### src/rtl/dme_seq_pkg.sv
// Shared definitions for the DME reset sequencer.
// Holds the state encoding, the default status-bit indices and the helper
// that sizes the sequencer's cycle counter.
package dme_seq_pkg;

  localparam logic [2:0] S_ABSENT   = 3'd0;
  localparam logic [2:0] S_WAIT_PWR = 3'd1;
  localparam logic [2:0] S_DEBOUNCE = 3'd2;
  localparam logic [2:0] S_HOLD     = 3'd3;
  localparam logic [2:0] S_WAIT_RDY = 3'd4;
  localparam logic [2:0] S_RUN      = 3'd5;
  localparam logic [2:0] S_FAULT    = 3'd6;

  typedef enum logic [2:0] {
    ST_ABSENT   = S_ABSENT,
    ST_WAIT_PWR = S_WAIT_PWR,
    ST_DEBOUNCE = S_DEBOUNCE,
    ST_HOLD     = S_HOLD,
    ST_WAIT_RDY = S_WAIT_RDY,
    ST_RUN      = S_RUN,
    ST_FAULT    = S_FAULT
  } seq_state_e;

  localparam int RDY_BIT_DEF = 0;
  localparam int FLT_BIT_DEF = 5;

  // Counter must be able to hold the largest of the three cycle limits.
  function automatic int cnt_width(input int a, input int b, input int c);
    int m;
    m = a;
    if (b > m) m = b;
    if (c > m) m = c;
    return $clog2(m + 1);
  endfunction

endpackage

### src/rtl/dme_sync2.sv
// Two-flop synchroniser for a single asynchronous level.
// Ports:
//   clk_sys  in  sampling clock
//   rst_sys  in  synchronous active-high reset, loads RST_VAL into both flops
//   d        in  asynchronous input
//   q        out synchronised output, two cycles behind d
module dme_sync2 #(
  parameter logic RST_VAL = 1'b0
) (
  input  logic clk_sys,
  input  logic rst_sys,
  input  logic d,
  output logic q
);

  logic meta_q;
  logic sync_q;

  always_ff @(posedge clk_sys) begin
    if (rst_sys) begin
      meta_q <= RST_VAL;
      sync_q <= RST_VAL;
    end else begin
      meta_q <= d;
      sync_q <= meta_q;
    end
  end

  assign q = sync_q;

endmodule

### src/rtl/dme_reset_sequencer.sv
// DME reset sequencer: qualifies DME power good, holds the DME in reset,
// releases it, then waits for the DME to report ready. Reports ready/fault
// status and the DME ID captured at release.
// Ports:
//   CLK_SYS       in   system clock
//   RST_SYS       in   synchronous active-high reset
//   RST_PLTRST_N  in   platform reset (async, active-low)
//   DME_PWRGD     in   DME power good (async)
//   DME_Absent    in   1 = DME absent (async)
//   DMEID         in   DME ID straps, static while powered
//   DMEStatus     in   DME status (async, quasi-static)
//   RST_DME_N     out  DME reset, active-low
//   DMEReady      out  DME in RUN
//   DMEFault      out  DME in FAULT
//   DMEIDLatched  out  DMEID captured when reset is released
//   SeqState      out  current state encoding
//
// state    | meaning
// ABSENT   | no DME fitted, reset asserted
// WAIT_PWR | DME fitted, waiting for power good and platform reset release
// DEBOUNCE | power good must stay stable for PWRGD_DEB_CYC cycles
// HOLD     | reset held for RST_HOLD_CYC cycles
// WAIT_RDY | reset released, waiting up to RDY_TMO_CYC for ready
// RUN      | DME operational
// FAULT    | ready timeout or runtime fault; sticky until platform reset
module dme_reset_sequencer
  import dme_seq_pkg::*;
#(
  parameter int PWRGD_DEB_CYC = 16,
  parameter int RST_HOLD_CYC  = 100,
  parameter int RDY_TMO_CYC   = 1000,
  parameter int RDY_BIT       = RDY_BIT_DEF,
  parameter int FLT_BIT       = FLT_BIT_DEF
) (
  input  logic       CLK_SYS,
  input  logic       RST_SYS,
  input  logic       RST_PLTRST_N,
  input  logic       DME_PWRGD,
  input  logic       DME_Absent,
  input  logic [3:0] DMEID,
  input  logic [5:0] DMEStatus,
  output logic       RST_DME_N,
  output logic       DMEReady,
  output logic       DMEFault,
  output logic [3:0] DMEIDLatched,
  output logic [2:0] SeqState
);

  localparam int CNT_W = cnt_width(PWRGD_DEB_CYC, RST_HOLD_CYC, RDY_TMO_CYC);
  localparam logic [CNT_W-1:0] DEB_LAST  = CNT_W'(PWRGD_DEB_CYC - 1);
  localparam logic [CNT_W-1:0] HOLD_LAST = CNT_W'(RST_HOLD_CYC - 1);
  localparam logic [CNT_W-1:0] TMO_LAST  = CNT_W'(RDY_TMO_CYC - 1);
  localparam logic [CNT_W-1:0] CNT_MAX   = '1;

  logic pltrst_s, pwrgd_s, absent_s, rdy_s, flt_s;

  dme_sync2 #(.RST_VAL(1'b0)) u_sync_pltrst (
    .clk_sys(CLK_SYS), .rst_sys(RST_SYS), .d(RST_PLTRST_N), .q(pltrst_s));
  dme_sync2 #(.RST_VAL(1'b0)) u_sync_pwrgd (
    .clk_sys(CLK_SYS), .rst_sys(RST_SYS), .d(DME_PWRGD), .q(pwrgd_s));
  dme_sync2 #(.RST_VAL(1'b1)) u_sync_absent (
    .clk_sys(CLK_SYS), .rst_sys(RST_SYS), .d(DME_Absent), .q(absent_s));
  dme_sync2 #(.RST_VAL(1'b0)) u_sync_rdy (
    .clk_sys(CLK_SYS), .rst_sys(RST_SYS), .d(DMEStatus[RDY_BIT]), .q(rdy_s));
  dme_sync2 #(.RST_VAL(1'b0)) u_sync_flt (
    .clk_sys(CLK_SYS), .rst_sys(RST_SYS), .d(DMEStatus[FLT_BIT]), .q(flt_s));

  // Status bits other than ready/fault carry no meaning for sequencing.
  logic unused_status;
  assign unused_status = ^DMEStatus;

  seq_state_e       state_q, state_d;
  logic [CNT_W-1:0] cnt_q, cnt_d;
  logic [3:0]       id_q, id_d;
  logic             rst_dme_n_q, rst_dme_n_d;
  logic             ready_q, ready_d;
  logic             fault_q, fault_d;
  logic             powered;

  always_comb begin
    powered = (state_q == ST_DEBOUNCE) || (state_q == ST_HOLD) ||
              (state_q == ST_WAIT_RDY) || (state_q == ST_RUN);
    state_d = state_q;
    // Removal beats loss of power/platform reset, which beat the per-state rules.
    if (absent_s) begin
      state_d = ST_ABSENT;
    end else if (powered && (!pwrgd_s || !pltrst_s)) begin
      state_d = ST_WAIT_PWR;
    end else begin
      case (state_q)
        ST_ABSENT:   state_d = ST_WAIT_PWR;
        ST_WAIT_PWR: if (pwrgd_s && pltrst_s) state_d = ST_DEBOUNCE;
        ST_DEBOUNCE: if (cnt_q == DEB_LAST) state_d = ST_HOLD;
        ST_HOLD:     if (cnt_q == HOLD_LAST) state_d = ST_WAIT_RDY;
        // Ready wins over a coincident timeout; fault is not watched yet.
        ST_WAIT_RDY: begin
          if (rdy_s)                  state_d = ST_RUN;
          else if (cnt_q == TMO_LAST) state_d = ST_FAULT;
        end
        ST_RUN:      if (flt_s) state_d = ST_FAULT;
        ST_FAULT:    if (!pltrst_s) state_d = ST_WAIT_PWR;
        default:     state_d = ST_ABSENT;
      endcase
    end

    if (state_d != state_q)  cnt_d = '0;
    else if (cnt_q == CNT_MAX) cnt_d = cnt_q;
    else                     cnt_d = cnt_q + CNT_W'(1);

    id_d = (state_q == ST_HOLD && state_d == ST_WAIT_RDY) ? DMEID : id_q;

    // Outputs follow the next state so they switch on the same edge.
    rst_dme_n_d = (state_d == ST_WAIT_RDY) || (state_d == ST_RUN);
    ready_d     = (state_d == ST_RUN);
    fault_d     = (state_d == ST_FAULT);
  end

  always_ff @(posedge CLK_SYS) begin
    if (RST_SYS) begin
      state_q     <= ST_ABSENT;
      cnt_q       <= '0;
      id_q        <= '0;
      rst_dme_n_q <= 1'b0;
      ready_q     <= 1'b0;
      fault_q     <= 1'b0;
    end else begin
      state_q     <= state_d;
      cnt_q       <= cnt_d;
      id_q        <= id_d;
      rst_dme_n_q <= rst_dme_n_d;
      ready_q     <= ready_d;
      fault_q     <= fault_d;
    end
  end

  assign RST_DME_N    = rst_dme_n_q;
  assign DMEReady     = ready_q;
  assign DMEFault     = fault_q;
  assign DMEIDLatched = id_q;
  assign SeqState     = state_q;

endmodule

### config.mk
export PLATFORM = sky130hd
export DESIGN_NAME = dme_reset_sequencer
export DESIGN_NICKNAME = d
export VERILOG_FILES = /design/src/rtl/dme_seq_pkg.sv /design/src/rtl/dme_sync2.sv /design/src/rtl/dme_reset_sequencer.sv
export SDC_FILE = /design/constraint.sdc
export NUM_CORES = 1
export LEC_CHECK = 0
export BUFFER_PORTS_ARGS = -buffer_cell sky130_fd_sc_hd__buf_2
export CORE_MARGIN = 3
export CORE_UTILIZATION = 49
export CTS_CLUSTER_DIAMETER = 30
export CTS_CLUSTER_SIZE = 24
export DETAILED_ROUTE_END_ITERATION = 7
export PLACE_DENSITY = 0.79
export SKIP_CTS_REPAIR_TIMING = 1
export SYNTH_ARGS = -nofsm -noshare
export SYNTH_HDL_FRONTEND = slang
export SYNTH_SLANG_ARGS = --single-unit
### constraint.sdc
create_clock -name CLK_SYS -period 2.08 [get_ports CLK_SYS]
set_input_delay 0.416 -clock CLK_SYS [delete_from_list [all_inputs] [get_ports CLK_SYS]]
set_output_delay 0.416 -clock CLK_SYS [all_outputs]
set_load 0.1 [all_outputs]
=== Yosys cells after proc, flatten, opt, wreduce, memory -nomap -nowiden ===
Cells that the tools add are included.

* Bits of input ports: 15
* Register bits: 30

* Multiplexer cells: 10
* Equality and inequality tests: 14
* Reduce and logical (&&, ||, !) cells: 12
* $add $sub $neg: 1

{| class="wikitable"
|+ Operators with widths
! kind !! count
|-
| 3-bit two-way mux || 9
|-
| 3-bit case mux with 7 select lines || 1
|-
| 10-bit == test, second input constant || 2
|-
| 3-bit == test, second input constant || 6
|-
| 10-bit by 1-bit adder with 10-bit output, second input constant || 1
|-
| 10-bit by 4-bit == test with 1-bit output, second input constant || 1
|-
| 10-bit by 7-bit == test with 1-bit output, second input constant || 1
|-
| 3-bit by 2-bit == test with 1-bit output, second input constant || 2
|-
| 1-bit logical OR || 5
|-
| 3-bit by 1-bit == test with 1-bit output, second input constant || 1
|-
| 1-bit logical AND || 3
|-
| 3-bit logical NOT || 1
|-
| 3-bit != test || 1
|-
| 1-bit logical NOT || 2
|-
| 2-bit OR reduction || 1
|}

=== Longest topological paths before layout ===
* Word-level depth: 9
* Depth in mapped cells: 7

=== Hierarchy ===
A second synthesis with hierarchy kept.

* Cell total of the unflattened synthesis: 151
* Area, all modules: 1377.6 µm²

{| class="wikitable"
|+ By module, submodules not included
! module !! area each (µm²) !! cells each !! instances
|-
| dme_reset_sequencer || 1114.8 || 131 || 1
|-
| dme_sync2 || 52.6 || 4 || 5
|}

=== Worst setup path after synthesis ===
OpenSTA, ideal clock, no wires.

* Kind: register -> register
* From: reg state_q[1] (netlist: SeqState[1])
* To: reg cnt_q[4]
* Cell stages (with the launch flop): 7
* Arrival: 2.441 ns
* Setup slack: -0.496 ns
* Clock period less this slack: 2.576 ns
* Cells stage by stage: dfxtp_1 buf_2 nand4b_1 nand3_1 o311a_1 o311ai_4 nor3_2

* Word-level cells in the longest chain between the ends: 9
* Elaborated cells on any way between the ends: 23
* Classes of those cells: 7 x eq/ne; 10 x mux; 6 x reduce/logical

{| class="wikitable"
|+ RTL lines
! what !! RTL line !! source
|-
| start: declaration || dme_reset_sequencer.sv:72 || <nowiki>seq_state_e state_q, state_d;</nowiki>
|-
| start signal: assignment || dme_reset_sequencer.sv:127 || <nowiki>state_q <= state_d;</nowiki>
|-
| branches (longest 7 deep; another with 3-bit case mux with 7 select lines) || n/a ||
|-
| 3-bit != test (*) || dme_reset_sequencer.sv:106 || <nowiki>if (state_d != state_q) cnt_d = '0;</nowiki>
|-
| 2-bit OR reduction (no source line) (*) || n/a ||
|-
| end signal: assignment || dme_reset_sequencer.sv:128 || <nowiki>cnt_q <= cnt_d;</nowiki>
|-
| end: declaration || dme_reset_sequencer.sv:73 || <nowiki>logic [CNT_W-1:0] cnt_q, cnt_d;</nowiki>
|}

Every way passes the cells marked *.
A chain may end at the register's enable or synchronous reset.

=== Final worst setup path ===
* From: reg cnt_q[0]
* To: reg cnt_q[5]

* Word-level cells in the longest chain between the ends: 8
* Elaborated cells on any way between the ends: 14
* Classes of those cells: 1 x add/sub; 5 x eq/ne; 7 x mux; 1 x reduce/logical

{| class="wikitable"
|+ RTL lines
! what !! RTL line !! source
|-
| 10-bit == test || dme_reset_sequencer.sv:98 || <nowiki>else if (cnt_q == TMO_LAST) state_d = ST_FAULT;</nowiki>
|-
| 3-bit two-way mux || dme_reset_sequencer.sv:98 ||
|-
| 3-bit two-way mux || dme_reset_sequencer.sv:97 || <nowiki>if (rdy_s) state_d = ST_RUN;</nowiki>
|-
| 3-bit case mux with 7 select lines || dme_reset_sequencer.sv:90 || <nowiki>case (state_q)</nowiki>
|-
| 3-bit two-way mux || dme_reset_sequencer.sv:87 || <nowiki>end else if (powered && (!pwrgd_s || !pltrst_s)) begin</nowiki>
|-
| 3-bit two-way mux || dme_reset_sequencer.sv:85 || <nowiki>if (absent_s) begin</nowiki>
|-
| 3-bit != test || dme_reset_sequencer.sv:106 ||
|-
| 2-bit OR reduction (no source line) || n/a ||
|}

Parallel ways exist; a longest one is shown, timed or not.

==> metrics.cfg <==
[worst_setup_path]
reg2reg_from=cnt_q[0]$_SDFFE_PP0P_
worstSetupEndpointType=register
start_kind=register
r2r_setup_slack_ns=-0.01
critPathArrivalTime_ns=2.34
r2r_end=cnt_q[5]$_SDFFE_PP0P_
path_max_fanout=10
reg2regPathDepth=8
worst-endpoint-required_ns=2.32
crit_type=register to register

[synth]
syn_inst=156
synth-seq-cells=30
synthSimpleGateAreaFrac_pct=37.2
ys_types=49
synth_enable_flop_cells=0
avgSynthCellArea_um2=9.26
synth_top_family_by_area=simple AND/OR/NAND/NOR gates
yosys_warnings=0
synth_nets=172
synth_compound_area_share_pct=11.0
synth-async-reset-ratio_pct=0
synthesis.area_um2=1440
synth_xor_area_share_pct=1.82
ys.flop_type=dfxtp_1
seq_area_frac_synth_pct=41.6
synthAdderAreaFrac_pct=0.867
synth.area.mux_share_pct=4.16

[place]
place_hpwl_mm=2.19
io_buffers=20
place_inst=212
gp_congestion=0.865
dpl_cell_area_um2=1660

[job]
drv_cap=0

[clock_network]
cts_tree=yes
path_clk_slew_ns=0.09
cts_root_buffer=clkbuf_4
cts_made_buffers=5
clockBufferDepth=2
htree_levels=2
cts.sink_count=30
insertion_delay_ns=0.32

[layout]
stdcell_count=220
syn_to_final_growth_pct=21.1
final_util_pct=62.9
final_cell_mix=dfxtp_1, buf_2, nor2_1
final_common_cell=dfxtp_1
multi_input_area_um2=822
drive_gt1_share_pct=32.3
nets=204
diodes=0
fillers=236
seq_area_um2=614
finish.instance_area_um2=1750

[floorplan]
num_rows=19
die_x_um=60.3
start_util_pct=51.9
core_um2=2780
pin_count=25
dieArea_um2=3630
die_height_um=60.3

[sta]
fin_worst_skew_ns=0.00709
min_period_ns=2.09
finalSetupViolCount=1
layout_setup_ws_ns=-0.0128
hold_violations=0
drv_slew=0
tightest_slew_ns=0.488
fin_crit_sh_pct=101
fmax_mhz=478
rsz0062_at_grt=yes
max_slew_margin_pct=67.7

[power_and_ir_drop]
p_leak_nw=0.727
sequentialPowerShare_pct=57.8
sw_frac_of_total_pct=23.7
power_per_cell_area_nw_per_um2=590
internal_power_mw=0.788
net-switching-power_mw=0.244
pwr-share-clk_pct=34.9
ir_worst_vdd_mv=0.559
p_comb_share_pct=7.3
power_mw=1.03

[route]
antenna_left=0
num_vias=1265
routed_wl_mm=3.00
firstDrtPassIters=4
drc_errors=0
vias_per_cell=5.75
drt-wirelength-per-cell_um=13.6
drt-initial-drc-count=73

[hold_path]
holdCritPathClass=primary input to register
whs_path_depth=2
worstHoldStart=DME_Absent
hold_end=u_sync_absent.meta_q$_SDFF_PP1_

[outcome]
violations=setup timing
status=finished with violations

[global_route]
antenna_found_initial=0
grt_first_pass_wirelength_mm=4.84
gr-total-overflow=0
grt_start_max_net_pins=19
grt_usage_pct=17.9
grt_pass1_vias=1127

stage by stage:
stage          setup WS, ns  setup TNS (ns)  hold slack, ns
3_5_place_dp         -0.125          -0.306           0.401
3_3_place_gp        -0.0383         -0.0527           0.397
5_1_grt              -0.136          -0.442           0.257
2_1_floorplan        0.0264               0           0.389
6_report            -0.0128         -0.0128           0.275
4_1_cts              -0.135          -0.427           0.254
logic make-up after synthesis:
family | count (synthesis)
muxes | 6
AOI/OAI and AO/OA | 19
adders and majority gates | 1
and+or+nand+nor | 87
buffers and inverters | 10
DFF | 30
xor gates and xnor gates | 3
worst max-delay path by stage:
stage	start	cells after the start	endpoint	slack (ns)
global route	cnt_q[0]$_SDFFE_PP0P_	8	cnt_q[5]$_SDFFE_PP0P_	-0.14
global placement	cnt_q[0]$_SDFFE_PP0P_	8	cnt_q[5]$_SDFFE_PP0P_	-0.04
CTS	cnt_q[0]$_SDFFE_PP0P_	8	cnt_q[5]$_SDFFE_PP0P_	-0.13
finish	cnt_q[0]$_SDFFE_PP0P_	8	cnt_q[5]$_SDFFE_PP0P_	-0.01
floorplan	SeqState[2]$_SDFF_PP0_	7	cnt_q[5]$_SDFFE_PP0P_	0.03
detailed placement	cnt_q[0]$_SDFFE_PP0P_	8	cnt_q[5]$_SDFFE_PP0P_	-0.13
sequential cells by signal, summed over array words and instances, names as in the netlist:
register	flops
u_sync_rdy.q	1
RST_DME_N	1
u_sync_absent.meta_q	1
u_sync_flt.q	1
u_sync_pltrst.q	1
u_sync_pltrst.meta_q	1
DMEFault	1
SeqState	3
u_sync_pwrgd.q	1
DMEReady	1
u_sync_absent.q	1
cnt_q	10
u_sync_pwrgd.meta_q	1
u_sync_flt.meta_q	1
DMEIDLatched	4
u_sync_rdy.meta_q	1
routing by layer:
layer  part of all wire [%]  track usage (%)
met2                     48             29.3
met4                    2.1             7.91
met5                      0                0
met3                    6.9             5.18
met1                     42             21.6
power by group through the flow:
stage	Combinational, mW	Sequential [mW]	Clock (mW)
2_1_floorplan	0.0376	0.607	0
3_3_place_gp	0.0671	0.606	0
3_5_place_dp	0.0704	0.607	0
4_1_cts	0.0720	0.594	0.374
5_1_grt	0.0826	0.599	0.398
6_report	0.0751	0.597	0.360
synthesized netlist by cell type (all sizes together) (2+ instances only):
cell     n  area share (%)
a211oi   2             1.4
a21oi    2            0.69
a31oi    2            0.87
and2     2            0.87
and3     4             1.7
buf      5             2.1
dfxtp   30              42
inv      4             1.0
mux2i    6             4.2
nand2    8             2.1
nand2b   3             1.3
nand3    9             3.1
nand4b   2             1.2
nor2    14             3.6
nor2b   12             5.2
nor3     8             3.1
nor3b    2             1.0
nor4     5             4.1
o21ai    6             2.1
o311ai   2             2.4
or2      3             1.3
or3      5             2.2
or3b     3             2.0
xnor2    2             1.2
area by class of cell:
cell class,instances,area share [%]
Sequential cell,30,35.1
Timing Repair Buffer,31,11.2
Inverter,4,0.858
Clock buffer,6,2.93
Clock inverter,2,0.715
Tap cell,31,2.22
Multi-Input combinational cell,116,47.0
critical path, cell delays in order, from the launching register on:
cell	delay [ns]
dfxtp_2	0.36
ha_4	0.16
or4b_4	0.48
nor4_4	0.17
nor3_2	0.09
o2111ai_2	0.25
o311ai_4	0.15
buf_12	0.17
a211oi_2	0.18
Power figures use the tool's default switching activity.
